## src/rtl/mpmc11_pkg.sv

```systemverilog
// mpmc11_pkg: controller and watchdog state types shared by the mpmc11 watchdog.
package mpmc11_pkg;
    typedef enum logic [2:0] {IDLE, ACT, RD, WR, PRE, REF} mpmc11_state_t;
    typedef enum logic [1:0] {WD_IDLE, WD_COUNT, WD_HOLD} mpmc11_wd_state_t;
    localparam int MPMC11_TO_LIMIT_DEF = 512;
endpackage

```

## src/rtl/mpmc11_sat_cnt.sv

```systemverilog
// mpmc11_sat_cnt: saturating up-counter with synchronous clear.
module mpmc11_sat_cnt #(
    parameter int W = 16
) (
    input  logic         clk,
    input  logic         rstn,
    input  logic         clr,
    input  logic         inc,
    output logic [W-1:0] q
);
    always_ff @(posedge clk or negedge rstn) begin
        if (!rstn) q <= '0;
        else q <= clr ? '0 : (inc && q != '1) ? q + 1'b1 : q;
    end
endmodule

```

## src/rtl/mpmc11_state_watchdog.sv

```systemverilog
// mpmc11_state_watchdog: flags controller states that dwell too long, with
// retry counting, abort escalation and a saturating total timeout count.
module mpmc11_state_watchdog
    import mpmc11_pkg::*;
#(
    parameter int CNT_WIDTH = 16,
    parameter int TO_LIMIT  = MPMC11_TO_LIMIT_DEF,
    parameter int MAX_RETRY = 3,
    parameter int HOLD_MODE = 0
) (
    input  logic                 clk,
    input  logic                 rstn,
    input  logic                 en,
    input  mpmc11_state_t        state,
    input  mpmc11_state_t        prev_state,
    input  logic                 ack,
    output logic [CNT_WIDTH-1:0] to_cnt,
    output logic                 to_pulse,
    output logic                 to_sticky,
    output mpmc11_state_t        to_state,
    output logic [1:0]           retry_cnt,
    output logic                 to_abort,
    output logic [15:0]          to_total
);
    if (TO_LIMIT < 1 || 64'(TO_LIMIT) >= (64'd1 << CNT_WIDTH) || MAX_RETRY < 1 || MAX_RETRY > 3) begin : g_bad_param
        $error("mpmc11_state_watchdog: illegal TO_LIMIT/CNT_WIDTH/MAX_RETRY");
    end

    mpmc11_wd_state_t     wd_state, wd_n;
    logic [CNT_WIDTH-1:0] cnt_n;
    logic [1:0]           retry_n;
    logic                 stay, chg, te;

    assign stay = state == prev_state && state != IDLE;
    assign chg  = state != prev_state && state != IDLE;
    assign te   = en && stay && to_cnt == CNT_WIDTH'(TO_LIMIT) && wd_state == WD_COUNT;

    // IDLE and state changes take priority over a coincident timeout
    always_comb begin
        wd_n    = wd_state;
        cnt_n   = to_cnt;
        retry_n = retry_cnt;
        if (state == IDLE) begin
            wd_n    = WD_IDLE;
            cnt_n   = '0;
            retry_n = '0;
        end else if (chg) begin
            wd_n    = WD_COUNT;
            cnt_n   = '0;
            retry_n = '0;
        end else if (te) begin
            wd_n    = (HOLD_MODE != 0) ? WD_HOLD : WD_COUNT;
            cnt_n   = (HOLD_MODE != 0) ? to_cnt : '0;
            retry_n = (retry_cnt == 2'(MAX_RETRY)) ? retry_cnt : retry_cnt + 2'd1;
        end else if (en && wd_state == WD_COUNT) begin
            cnt_n = to_cnt + 1'b1;
        end else if (en && wd_state == WD_IDLE) begin
            wd_n = WD_COUNT;
        end
    end

    always_ff @(posedge clk or negedge rstn) begin
        if (!rstn) begin
            wd_state  <= WD_IDLE;
            to_cnt    <= '0;
            retry_cnt <= '0;
            to_pulse  <= 1'b0;
            to_sticky <= 1'b0;
            to_abort  <= 1'b0;
            to_state  <= IDLE;
        end else begin
            wd_state  <= wd_n;
            to_cnt    <= cnt_n;
            retry_cnt <= retry_n;
            to_pulse  <= te;
            to_sticky <= te | (to_sticky & ~ack);
            to_abort  <= (te && retry_cnt == 2'(MAX_RETRY - 1)) | (to_abort & ~ack);
            if (te && (!to_sticky || ack)) to_state <= state;
        end
    end

    mpmc11_sat_cnt #(.W(16)) u_total (
        .clk (clk),
        .rstn(rstn),
        .clr (1'b0),
        .inc (te),
        .q   (to_total)
    );
endmodule

```

## config.mk

```make
export PLATFORM = sky130hd
export DESIGN_NAME = mpmc11_state_watchdog
export DESIGN_NICKNAME = d
export VERILOG_FILES = /design/src/rtl/mpmc11_pkg.sv /design/src/rtl/mpmc11_sat_cnt.sv /design/src/rtl/mpmc11_state_watchdog.sv
export SDC_FILE = /design/constraint.sdc
export NUM_CORES = 1
export LEC_CHECK = 0
export CELL_PAD_IN_SITES_DETAIL_PLACEMENT = 0
export CELL_PAD_IN_SITES_GLOBAL_PLACEMENT = 1
export CORE_ASPECT_RATIO = 0.8
export CORE_MARGIN = 2
export CORE_UTILIZATION = 40
export DETAILED_ROUTE_END_ITERATION = 8
export GPL_ROUTABILITY_DRIVEN = 0
export PLACE_DENSITY = 0.9
export SYNTH_ARGS = -nofsm -noshare
export SYNTH_HDL_FRONTEND = slang
export SYNTH_SLANG_ARGS = --single-unit
```

## constraint.sdc

```tcl
create_clock -name clk -period 7 [get_ports clk]
set_input_delay 1.4 -clock clk [delete_from_list [all_inputs] [get_ports clk]]
set_output_delay 1.4 -clock clk [all_outputs]
set_load 0.1 [all_outputs]
```

* Yosys cells after proc, flatten, opt, wreduce, memory -nomap -nowiden
Index checks and enable logic that the tools add are counted.
** Storage, ports and cells
- Flip-flop bits (word level) :: 42
- Input bits :: 10
- Output and inout port bits :: 40
- Logic and storage cells :: 58
** Operators by class
- $add $sub $neg :: 3
- Equality and inequality tests :: 9
- Muxes and demuxes :: 13
- Bitwise logic cells :: 5
- Reduce and logical (&&, ||, !) cells :: 20
** Operators with widths (number)
- 16-bit two-way mux :: 4
- 16-bit by 1-bit adder with 16-bit output (second input constant) :: 2
- 2-bit two-way mux :: 9
- 16-bit by 10-bit == test with 1-bit output (second input constant) :: 1
- 16-bit != test (second input constant) :: 1
- 1-bit logical AND :: 10
- 4-bit nonzero test :: 2
- 3-bit nonzero test :: 2
- 2-bit == test (second input constant) :: 2
- 4-bit != test (second input constant) :: 1
- 2-bit AND reduction :: 2
- 3-bit == test :: 1
- 3-bit logical NOT :: 1
- 3-bit != test :: 1
- 3-bit != test (second input constant) :: 1
- 2-bit by 1-bit adder with 2-bit output (second input constant) :: 1
- 1-bit bitwise AND :: 2
- 2-bit by 1-bit == test with 1-bit output (second input constant) :: 1
- 2-bit logical NOT :: 1
- 1-bit bitwise OR :: 2
- 1-bit logical NOT :: 1
- 1-bit logical OR :: 1
- 1-bit NOT :: 1

* Logic depth before layout (Yosys ltp)
Gate-level depths: netlist of the first run.
- Word-level depth :: 8
- Mapped depth :: 9
- Depth with buffers taken out :: 7

* Cells and area by module
From an unflattened synthesis of the first run, not the netlist that was laid out.
** Unflattened totals
- Cells, all modules :: 262
- Area, all modules :: 2481.1 sq um
** By module, submodules not included
- mpmc11_state_watchdog :: times used 1, cells each 164, area an instance 1539.0 sq um, seq. area each 625.6 sq um
- mpmc11_sat_cnt :: times used 1, cells each 98, area an instance 942.2 sq um, seq. area each 400.4 sq um

* Least setup slack after synthesis of the first run
No wires, ideal clock.
- Path type :: in2reg
- Start :: in en
- End :: reg u_total.q[3]
- Setup time :: 0.159 ns
- Arrival :: 3.165 ns
- Data required time :: 6.841 ns
- Slack :: 3.676 ns
- Stages on the path :: 9
- Buffers on the path :: 3
- Path through :: and2_1 clkbuf_1 nand4_1 or4b_1 buf_2 nor3_4 buf_4 nand4_1 xnor2_1
** On the way
- Cells in the longest elaborated chain, start to end :: 4
** Ends and longest elaborated chain
- start: declaration :: RTL line mpmc11_state_watchdog.sv:13 : input logic en,
- 1-bit logical AND (3 in series) :: RTL line mpmc11_state_watchdog.sv:36 : assign te = en && stay && to_cnt == CNT_WIDTH'(TO_LIMIT) && wd_state == WD_COUNT;
- 1-bit logical AND :: RTL line mpmc11_sat_cnt.sv:13 : else q <= clr ? '0 : (inc && q != '1) ? q + 1'b1 : q;
- end signal: assignment :: RTL line mpmc11_sat_cnt.sv:13
- end: declaration :: RTL line mpmc11_sat_cnt.sv:9 : output logic [W-1:0] q
No other way between the ends.
A chain may end at the register's enable or synchronous reset.

* Worst setup path in the final report of the first run
- Start :: in en
- End :: reg u_total.q[1]
Same word-level chain as after synthesis.

==> flow_metrics.env, run 1 <==
export IMPL_rsz0062_at_grt="no"
export IMPL_cellLeakagePower_uw=0.00108
export IMPL_fmaxAchievable_mhz=272
export IMPL_critPathTopFamily="simple AND/OR/NAND/NOR gates"
export IMPL_die_y_um=67.1
export IMPL_crit_buf_inv=1
export IMPL_track_usage_pct=14.8
export IMPL_row_count=22
export IMPL_grt_pass1_vias=1422
export IMPL_ys_warn_count=0
export IMPL_drc=0
export IMPL_synth_seq_cells=41
export IMPL_ys_flop_type="dfrtp_1"
export IMPL_postSynthAreaPerCell_um2=10.3
export IMPL_routed_via_count=1503
export IMPL_top_usage_layer="met2"
export IMPL_setup_viol=0
export IMPL_synth_top_area_share_pct=51.5
export IMPL_coreArea_mm2=0.00468
export IMPL_worst_pin_slew_ns=0.981
export IMPL_status="completed"
export IMPL_yosysMostFrequentCell="dfrtp_1"
export IMPL_finalCritPeriodShare_pct=52.5
export IMPL_netlist_area_mm2=0.00199
export IMPL_finalSetupTns_ns=0
export IMPL_cts_setup_buffers=0
export IMPL_switching_share_pct=21.7
export IMPL_finalClockSkew_ns=0.0113
export IMPL_power_share_clock_pct=39.6
export IMPL_seq_area_frac_synth_pct=51.5
export IMPL_clkTransAtPathRegs_ns=0.07
export IMPL_maxSlewViolCount=0
export IMPL_cts_buffers=5
export IMPL_cts_tree="done"
export IMPL_end_kind="register"
export IMPL_grt_pass1_wl_mm=6.56
export IMPL_die_area_mm2=0.00556
export IMPL_max_cap_violations=0
export IMPL_synthArstFlopShare_pct=100
export IMPL_hold_viol=0
export IMPL_dpl_cell_area_mm2=0.00252
export IMPL_slowest_stage="or4b_1"
export IMPL_yosys_top_cells_area="dfrtp_1 (52%), xnor2_1 (8.4%), xor2_1 (5.7%), nor2_1 (4.1%), nand2_1 (3.8%)"
export IMPL_synthTopCellsByCount="dfrtp_1 (41), nor2_1 (22), nand2_1 (20)"
export IMPL_area_delta_synth_final_pct=31.6
export IMPL_use_met1_pct=19.7
export IMPL_power_density_mw_per_mm2=163
export IMPL_fin_nets=257
export IMPL_cts_htree_levels=2
export IMPL_drtIter0Drc=82
export IMPL_path_cells="clkdlybuf4s50_1 > and2_1 > nand4_1 > or4b_1 > nor3_4 > mux2_1"
export IMPL_worst_ep_required_time_ns=7.18
export IMPL_setup_worst_path_start_class="input port"
export IMPL_drt_pass1_iter_count=4
export IMPL_ys_types=29
export IMPL_postCtsHoldBufs=0
export IMPL_place_hpwl_mm=2.77
export IMPL_routedWlPerCell_um=12.8
export IMPL_syn_inst=193
export IMPL_grt_met2_usage_pct=22.5
export IMPL_antenna_found_initial=0
export IMPL_max_stage_delay_ns=0.69
export IMPL_ant_nets=0
export IMPL_synth_nets=208
export IMPL_use_met3_pct=4.96
export IMPL_worstPathArrival_ns=3.85
export IMPL_portBuffers=49
export IMPL_worstSetupPathType="in -> reg"
export IMPL_stdcell_area_mm2=0.00262
export IMPL_synth_top_cell_by_area="dfrtp_1"
export IMPL_overflow=0
export IMPL_cts_resized=0
export IMPL_pwr_share_seq_pct=55.7
export IMPL_slew_headroom_pct=34.4
export IMPL_initial_core_util_pct=42.6
export IMPL_io_pins=50
export IMPL_synth_edf_count=0
export IMPL_power_frac_comb_pct=4.7
export IMPL_cts_sinks=41
export IMPL_ir_drop_mv=0.0840
export IMPL_insertion_delay_ns=0.30
export IMPL_p_int_uw=334
export IMPL_netSwitchingPower_uw=92.7
export IMPL_fin_crit_ns=3.67
export IMPL_cts_buffer_depth=2
export IMPL_crit_path_max_fanout=15
export IMPL_hold_class="reg -> reg"
export IMPL_routed_wl_mm=3.87
export IMPL_vias_per_cell=4.96
export IMPL_antenna_cells=0
export IMPL_layout_drive_gt1_share_pct=4.94
export IMPL_cts_root_buffer="clkbuf_8"
export IMPL_grt_max_degree=42
export IMPL_die_w_um=82.9
-- registers in the layout (all words and copies together), names as in the netlist --
| signal | flops |
|---|---|
| to_cnt | 16 |
| u_total.q | 16 |
| to_state | 3 |
| retry_cnt | 2 |
| to_abort | 1 |
| to_pulse | 1 |
| to_sticky | 1 |
| wd_state | 1 |
-- layout by cell type (no fill, tap or decap) --
| master | instances |
|---|---|
| o22a_1 | 2 |
| and2_1 | 1 |
| a21oi_1 | 4 |
| nand3_1 | 11 |
| nand4_1 | 9 |
| ha_1 | 5 |
| nor3_1 | 2 |
| nand2b_1 | 3 |
| xnor2_1 | 19 |
| nor4_1 | 3 |
| mux2_1 | 4 |
| clkinv_2 | 1 |
| nor4b_2 | 1 |
| xor2_1 | 13 |
| o21ai_1 | 3 |
| o21ai_0 | 1 |
| inv_1 | 4 |
| buf_2 | 1 |
| nor2_1 | 22 |
| nor3_4 | 1 |
| a21o_1 | 1 |
| or3_1 | 2 |
| dfrtp_1 | 41 |
| nand2_1 | 20 |
| and3_1 | 9 |
| nor2_2 | 1 |
| clkdlybuf4s50_1 | 48 |
| and4_1 | 3 |
| clkbuf_8 | 7 |
| or4b_1 | 1 |
-- metrics by stage --
step                utilization [%]  setup slack [ns]  hold slack [ns]  instances  power, uW
finish                         56.0              3.33            0.497        303        426
CTS                            56.0              3.31            0.501        303        432
detailed placement             53.9              3.01            0.480        295        263
global route                   56.0              3.14            0.512        303        443
global placement               53.9              3.07            0.482        295        262
floorplan                         -              3.68            0.568        193        251
-- cell type report --
class                   count  area, um^2
flip-flops and latches     41        1030
well taps                  60        75.1
clock inverters             1        5.00
clock buffers               7        96.3
multi-input cells         141         918
repair buffers             49         485
inverters                   4        15.0
fillers                   416        2060
-- path summary, 6_finish.rpt --
kind | start | end | slack, ns | cells past startpoint
max | en | u_total.q[1] | 3.33 | 6
min | to_state[1] | to_state[1] | 0.50 | 1
max reg2reg | to_cnt[10] | u_total.q[1] | 4.36 | 5
min reg2reg | to_state[1] | to_state[1] | 0.50 | 1
max in group asynchronous | rstn | to_sticky | 5.22 | 1
min in group asynchronous | rstn | to_cnt[5] | 1.22 | 1
-- cells by family after synthesis --
kind of cell    count (synthesis)  synth area share (%)
simple gates                   89                  23.4
flops                          41                  51.5
xor+xnor                       32                  14.1
compound gates                 11                  3.27
buf+inv                        11                  2.39
fa+ha+maj                       5                  3.14
mux                             4                  2.26
-- per-layer routing --
| layer | wire length, um | share of wire (%) |
|---|---|---|
| met1 | 1950 | 50 |
| met5 | 0 | 0 |
| met2 | 1650 | 43 |
| met4 | 58 | 1.5 |
| met3 | 206 | 5.3 |
-- power groups by stage --
stage                     clock [uW]  sequential, uW  combinational, uW
after detailed placement           0             242               20.4
after global placement             0             242               20.2
after global routing             183             238               22.7
final                            169             238               19.9
after floorplan                    0             244               7.04
after CTS                        174             238               20.5
Power figures use the tool's default switching activity.
==> run 2, diff against run 1 <==
Settings changed: CORE_UTILIZATION 40 to 37, PLACE_DENSITY 0.9 to 0.85.
Clock period 7 ns to 3.8 ns, I/O delays scaled along.
==> run 2 against run 1 <==
Effect of this change:
- sequential power grew 84%
- sequential share of layout area grew 0.075 points
- cell count grew 0.66%
- via count grew 3.7%
- global-route usage grew 1.6 points
- worst hold slack gained 0.011 ns
- clock power grew 71%
==> flow_metrics.env, run 2 (synthesized netlist as in run 1, its figures left out) <==
export IMPL_status="completed"
export IMPL_layout_drive_gt1_share_pct=4.53
export IMPL_cts_buffer_depth=2
export IMPL_track_usage_pct=16.4
export IMPL_finalNonFillerCells=305
export IMPL_overflow=0
export IMPL_r2r_slack_ns=1.08
export IMPL_grt_pass1_wl_mm=7.80
export IMPL_coreArea_mm2=0.00509
export IMPL_place_hpwl_mm=3.17
export IMPL_max_cap_violations=0
export IMPL_portBuffers=49
export IMPL_final_cell_mix="clkdlybuf4s50_1 (48), dfrtp_1 (41), nor2_1 (22)"
export IMPL_cts_sinks=41
export IMPL_stdcell_area_mm2=0.00262
export IMPL_p_int_uw=595
export IMPL_finalCritPeriodShare_pct=81.3
export IMPL_insertion_delay_ns=0.29
export IMPL_total_power_uw=764
export IMPL_crit_path_max_fanout=15
export IMPL_max_stage_delay_ns=0.69
export IMPL_layout_commonest_cell="clkdlybuf4s50_1"
export IMPL_vias_per_cell=5.11
export IMPL_cts_buffers=5
export IMPL_maxSlewViolCount=0
export IMPL_cts_setup_buffers=0
export IMPL_worst_ep_required_time_ns=3.97
export IMPL_power_frac_comb_pct=4.9
export IMPL_row_count=23
export IMPL_setup_viol=0
export IMPL_fmaxAchievable_mhz=324
export IMPL_cts_htree_levels=2
export IMPL_netSwitchingPower_uw=169
export IMPL_initial_core_util_pct=39.1
export IMPL_hold_class="reg -> reg"
export IMPL_ant_nets=0
export IMPL_clkTransAtPathRegs_ns=0.07
export IMPL_cts_tree="done"
export IMPL_worstPathArrival_ns=3.26
export IMPL_die_w_um=86.0
export IMPL_pwr_share_seq_pct=57.3
export IMPL_area_delta_synth_final_pct=31.3
export IMPL_end_kind="register"
export IMPL_slew_headroom_pct=33.5
export IMPL_top_regs="to_cnt (16), u_total.q (16), to_state (3)"
export IMPL_power_density_mw_per_mm2=292
export IMPL_slowest_stage="or4b_1"
export IMPL_path_cells="clkdlybuf4s50_1 > and2_1 > nand4_1 > or4b_1 > nor3_4 > mux2_1"
export IMPL_drt_pass1_iter_count=4
export IMPL_rsz0062_at_grt="no"
export IMPL_cts_resized=0
export IMPL_ir_drop_mv=0.134
export IMPL_routedWlPerCell_um=14.7
export IMPL_power_share_clock_pct=37.8
export IMPL_fin_nets=258
export IMPL_routed_wl_mm=4.47
export IMPL_switching_share_pct=22.2
export IMPL_grt_max_degree=42
export IMPL_cellLeakagePower_uw=0.00108
export IMPL_place_inst=298
export IMPL_drtIter0Drc=70
export IMPL_worst_pin_slew_ns=0.995
export IMPL_startpoint="en"
export IMPL_crit_path_end="u_total.q[1]"
export IMPL_dpl_cell_area_mm2=0.00253
export IMPL_postCtsHoldBufs=0
export IMPL_setup_worst_path_start_class="input port"
export IMPL_grt_pass1_vias=1617
export IMPL_antenna_cells=0
export IMPL_routed_via_count=1558
export IMPL_finalClockSkew_ns=0.00343
export IMPL_drc=0
export IMPL_antenna_found_initial=0
export IMPL_io_pins=50
export IMPL_cts_root_buffer="clkbuf_8"
export IMPL_die_y_um=69.6
export IMPL_r2r_start="to_cnt[10]"
export IMPL_r2r_cells=5
export IMPL_finalSetupTns_ns=0
export IMPL_hold_viol=0
export IMPL_die_area_mm2=0.00599
export IMPL_fin_crit_ns=3.09
export IMPL_worstSetupPathType="in -> reg"
export IMPL_r2r_end="u_total.q[1]"
==> run 2: how the worst min path moves through the flow <==
stage,startpoint,to,slack (ns),depth (start not counted)
global route,to_state[0],to_state[0],0.52,1
floorplan,rstn,retry_cnt[0],0.46,0
detailed placement,to_state[0],to_state[0],0.48,1
finish,u_total.q[12],u_total.q[12],0.51,1
global placement,u_total.q[9],u_total.q[9],0.49,1
CTS,to_state[0],to_state[0],0.51,1
==> run 2: metrics by stage <==
| step | hold slack (ns) | util (%) | worst slack (ns) |
|---|---|---|---|
| after floorplan | 0.464 | - | 0.888 |
| after global placement | 0.491 | 49.7 | 0.521 |
| after detailed placement | 0.481 | 49.7 | 0.409 |
| after CTS | 0.509 | 51.4 | 0.709 |
| after global routing | 0.523 | 51.4 | 0.540 |
| final | 0.508 | 51.4 | 0.711 |
==> run 2: power by group through the flow <==
| stage | Sequential [uW] | Combinational, uW | Clock, uW |
|---|---|---|---|
| after floorplan | 449 | 13.0 | 0 |
| after global placement | 446 | 37.6 | 0 |
| after detailed placement | 446 | 38.4 | 0 |
| after CTS | 437 | 38.7 | 301 |
| after global routing | 438 | 41.9 | 317 |
| final | 437 | 37.5 | 289 |
==> run 2: final cells by class <==
type,count,area (um^2)
clock buffers,7,86.3
inverters,4,15.0
flip-flops and latches,41,1030
multi-input cells,141,918
repair buffers,50,493
fillers,474,2480
well taps,62,77.6
==> run 2: per-layer routing <==
metal / vias to the layer above / GRT usage, % / share of wire (%)
li1: 757 / - / -
met1: 756 / 22.8 / 50
met2: 37 / 23.4 / 43
met3: 8 / 5.00 / 5.0
met4: 0 / 6.88 / 1.8
met5: - / 0 / 0
==> run 2: critical path, delay by kind of cell <==
kind | cells | cell delay (ns)
muxes | 1 | 0.39
and+or+nand+nor | 4 | 1.64
buffers and inverters | 1 | 0.46
==> run 3, diff against run 2 <==
Settings changed: CORE_UTILIZATION 37 to 33, PLACE_DENSITY 0.85 to 0.8.
Clock period 3.8 ns to 2.5 ns, I/O delays scaled along.
==> run 3 against run 2 <==
Effect of this change:
- die area increased by 11%
- first-iteration DRC count rose by 5.7%
- clock power is 120% higher
- total power up 78%
- non-clock buffer count grew 11
- critical path depth increased by 1
- final area rose by 5.0%
- cell count grew 10%
- utilization fell by 4.6 points
- wire length shrank 0.11%
- critical endpoint unchanged
==> flow_metrics.env, run 3 (synthesized netlist as in run 1, its figures left out) <==
export IMPL_r2r_slack_ns=0.18
export IMPL_fmaxAchievable_mhz=430
export IMPL_routed_via_count=1600
export IMPL_whs_ns=0.167
export IMPL_layout_drive_gt1_share_pct=32.2
export IMPL_vias_per_cell=4.76
export IMPL_hold_viol=0
export IMPL_end_kind="register"
export IMPL_max_stage_delay_ns=0.56
export IMPL_finalNonFillerCells=336
export IMPL_place_inst=328
export IMPL_overflow=0
export IMPL_rsz0062_at_grt="no"
export IMPL_maxSlewViolCount=0
export IMPL_cts_setup_buffers=0
export IMPL_cts_tree="done"
export IMPL_path_cells="nor4_2 > buf_4 > nand4_1 > or4b_4 > nor3_4 > buf_4 > mux2_1"
export IMPL_track_usage_pct=14.6
export IMPL_place_hpwl_mm=3.24
export IMPL_drt_pass1_iter_count=4
export IMPL_area_delta_synth_final_pct=37.9
export IMPL_ant_nets=0
export IMPL_power_density_mw_per_mm2=496
export IMPL_fin_crit_ns=2.32
export IMPL_slowest_stage="or4b_4"
export IMPL_cts_htree_levels=2
export IMPL_antenna_cells=0
export IMPL_worstSetupPathType="reg -> reg"
export IMPL_initial_core_util_pct=33.9
export IMPL_worst_ep_required_time_ns=2.68
export IMPL_final_cell_mix="buf_4 (50), dfrtp_1 (25), nor2_1 (22)"
export IMPL_cellLeakagePower_uw=0.00123
export IMPL_coreArea_mm2=0.00588
export IMPL_die_w_um=90.9
export IMPL_finalCritPeriodShare_pct=92.9
export IMPL_max_cap_violations=0
export IMPL_crit_path_max_fanout=5
export IMPL_grt_met2_usage_pct=22.1
export IMPL_cts_buffer_depth=2
export IMPL_die_y_um=73.5
export IMPL_row_count=25
export IMPL_cts_sinks=41
export IMPL_fillers=586
export IMPL_ir_drop_mv=0.185
export IMPL_antenna_found_initial=0
export IMPL_top_usage_layer="met2"
export IMPL_routed_wl_mm=4.47
export IMPL_setup_worst_path_start_class="register"
export IMPL_grt_pass1_vias=1548
export IMPL_crit_top_cell="buf_4"
export IMPL_routedWlPerCell_um=13.3
export IMPL_insertion_delay_ns=0.30
export IMPL_die_area_mm2=0.00668
export IMPL_multi_input_area_um2=928
export IMPL_hold_class="in -> async"
export IMPL_portBuffers=49
export IMPL_layout_commonest_cell="buf_4"
export IMPL_drtIter0Drc=74
export IMPL_cts_buffers=5
export IMPL_grt_max_degree=22
export IMPL_status="completed"
export IMPL_use_met3_pct=3.49
export IMPL_worst_pin_slew_ns=0.516
export IMPL_top_regs="to_cnt (16), u_total.q (16), to_state (3)"
export IMPL_postCtsHoldBufs=0
export IMPL_finalClockSkew_ns=0.00819
export IMPL_slew_headroom_pct=65.6
export IMPL_grt_pass1_wl_mm=7.67
export IMPL_drc=0
export IMPL_ff_latch_area_mm2=0.00107
export IMPL_clkTransAtPathRegs_ns=0.08
export IMPL_io_pins=50
export IMPL_setup_viol=0
export IMPL_use_met1_pct=20.2
export IMPL_fin_nets=269
export IMPL_cts_root_buffer="clkbuf_8"
export IMPL_worstPathArrival_ns=2.50
==> run 3: changes by cell type in the layout (fill, tap and decap cells not counted), sizes merged <==
cell / change
clkdlybuf4s50: -40
clkbuf: -2
bufinv: +2
buf: +51
clkinv: +1
==> run 3: report_power, final <==
part	internal [uW]	switching, uW	leakage [uW]
sequential	664	1.02	0.000539
clock	397	234	0.0000681
combinational	28.8	38.5	0.000619
==> run 3: worst paths after layout <==
kind                               startpoint             to  depth (start not counted)
max in group asynchronous                rstn   u_total.q[1]                          2
worst min-delay path                     rstn      to_cnt[6]                          1
min in group clk                u_total.q[15]  u_total.q[15]                          1
worst max-delay path               to_cnt[13]   u_total.q[1]                          7
worst min register to register  u_total.q[15]  u_total.q[15]                          1
worst max register to register     to_cnt[13]   u_total.q[1]                          7
==> run 3: final cells by class <==
class	count	area share [%]
Timing Repair Buffer	61	18.2
Clock inverter	3	2.37
Multi-Input combinational cell	141	33.8
Tap cell	81	3.69
Clock buffer	5	2.50
Inverter	4	0.546
Sequential cell	41	38.9
==> run 3: what timing repair did <==
| item | CTS | global route |
|---|---|---|
| gates resized for setup | 0 | 2 |
| endpoints found under the hold margin | 0 | 0 |
| setup endpoints to repair | 0 | 17 |
==> run 3: metrics by stage <==
stage                     setup TNS (ns)  power, uW  utilization, %  worst slack, ns  instance area [um^2]
after detailed placement           -2.71        748            44.3           -0.212                  2600
after CTS                              0       1380            46.6           0.0334                  2740
after floorplan                  -0.0276        703               -          -0.0168                  2040
after global routing                   0       1420            46.7           0.0292                  2750
after global placement             -1.84        747            44.3           -0.160                  2600
final                                  0       1360            46.7            0.176                  2750
==> run 3: critical path: cells and delay by family, from the launching register on <==
kind,cells,cell delay [ns]
simple gates,4,1.10
mux,1,0.31
buf+inv,2,0.31
flops,1,0.48
==> run 3: routing by layer <==
metal  part of all wire, %  up-vias
met3                   4.3       10
met2                    45       35
met5                     0        -
met1                    48      776
li1                      -      779
met4                   2.1        0
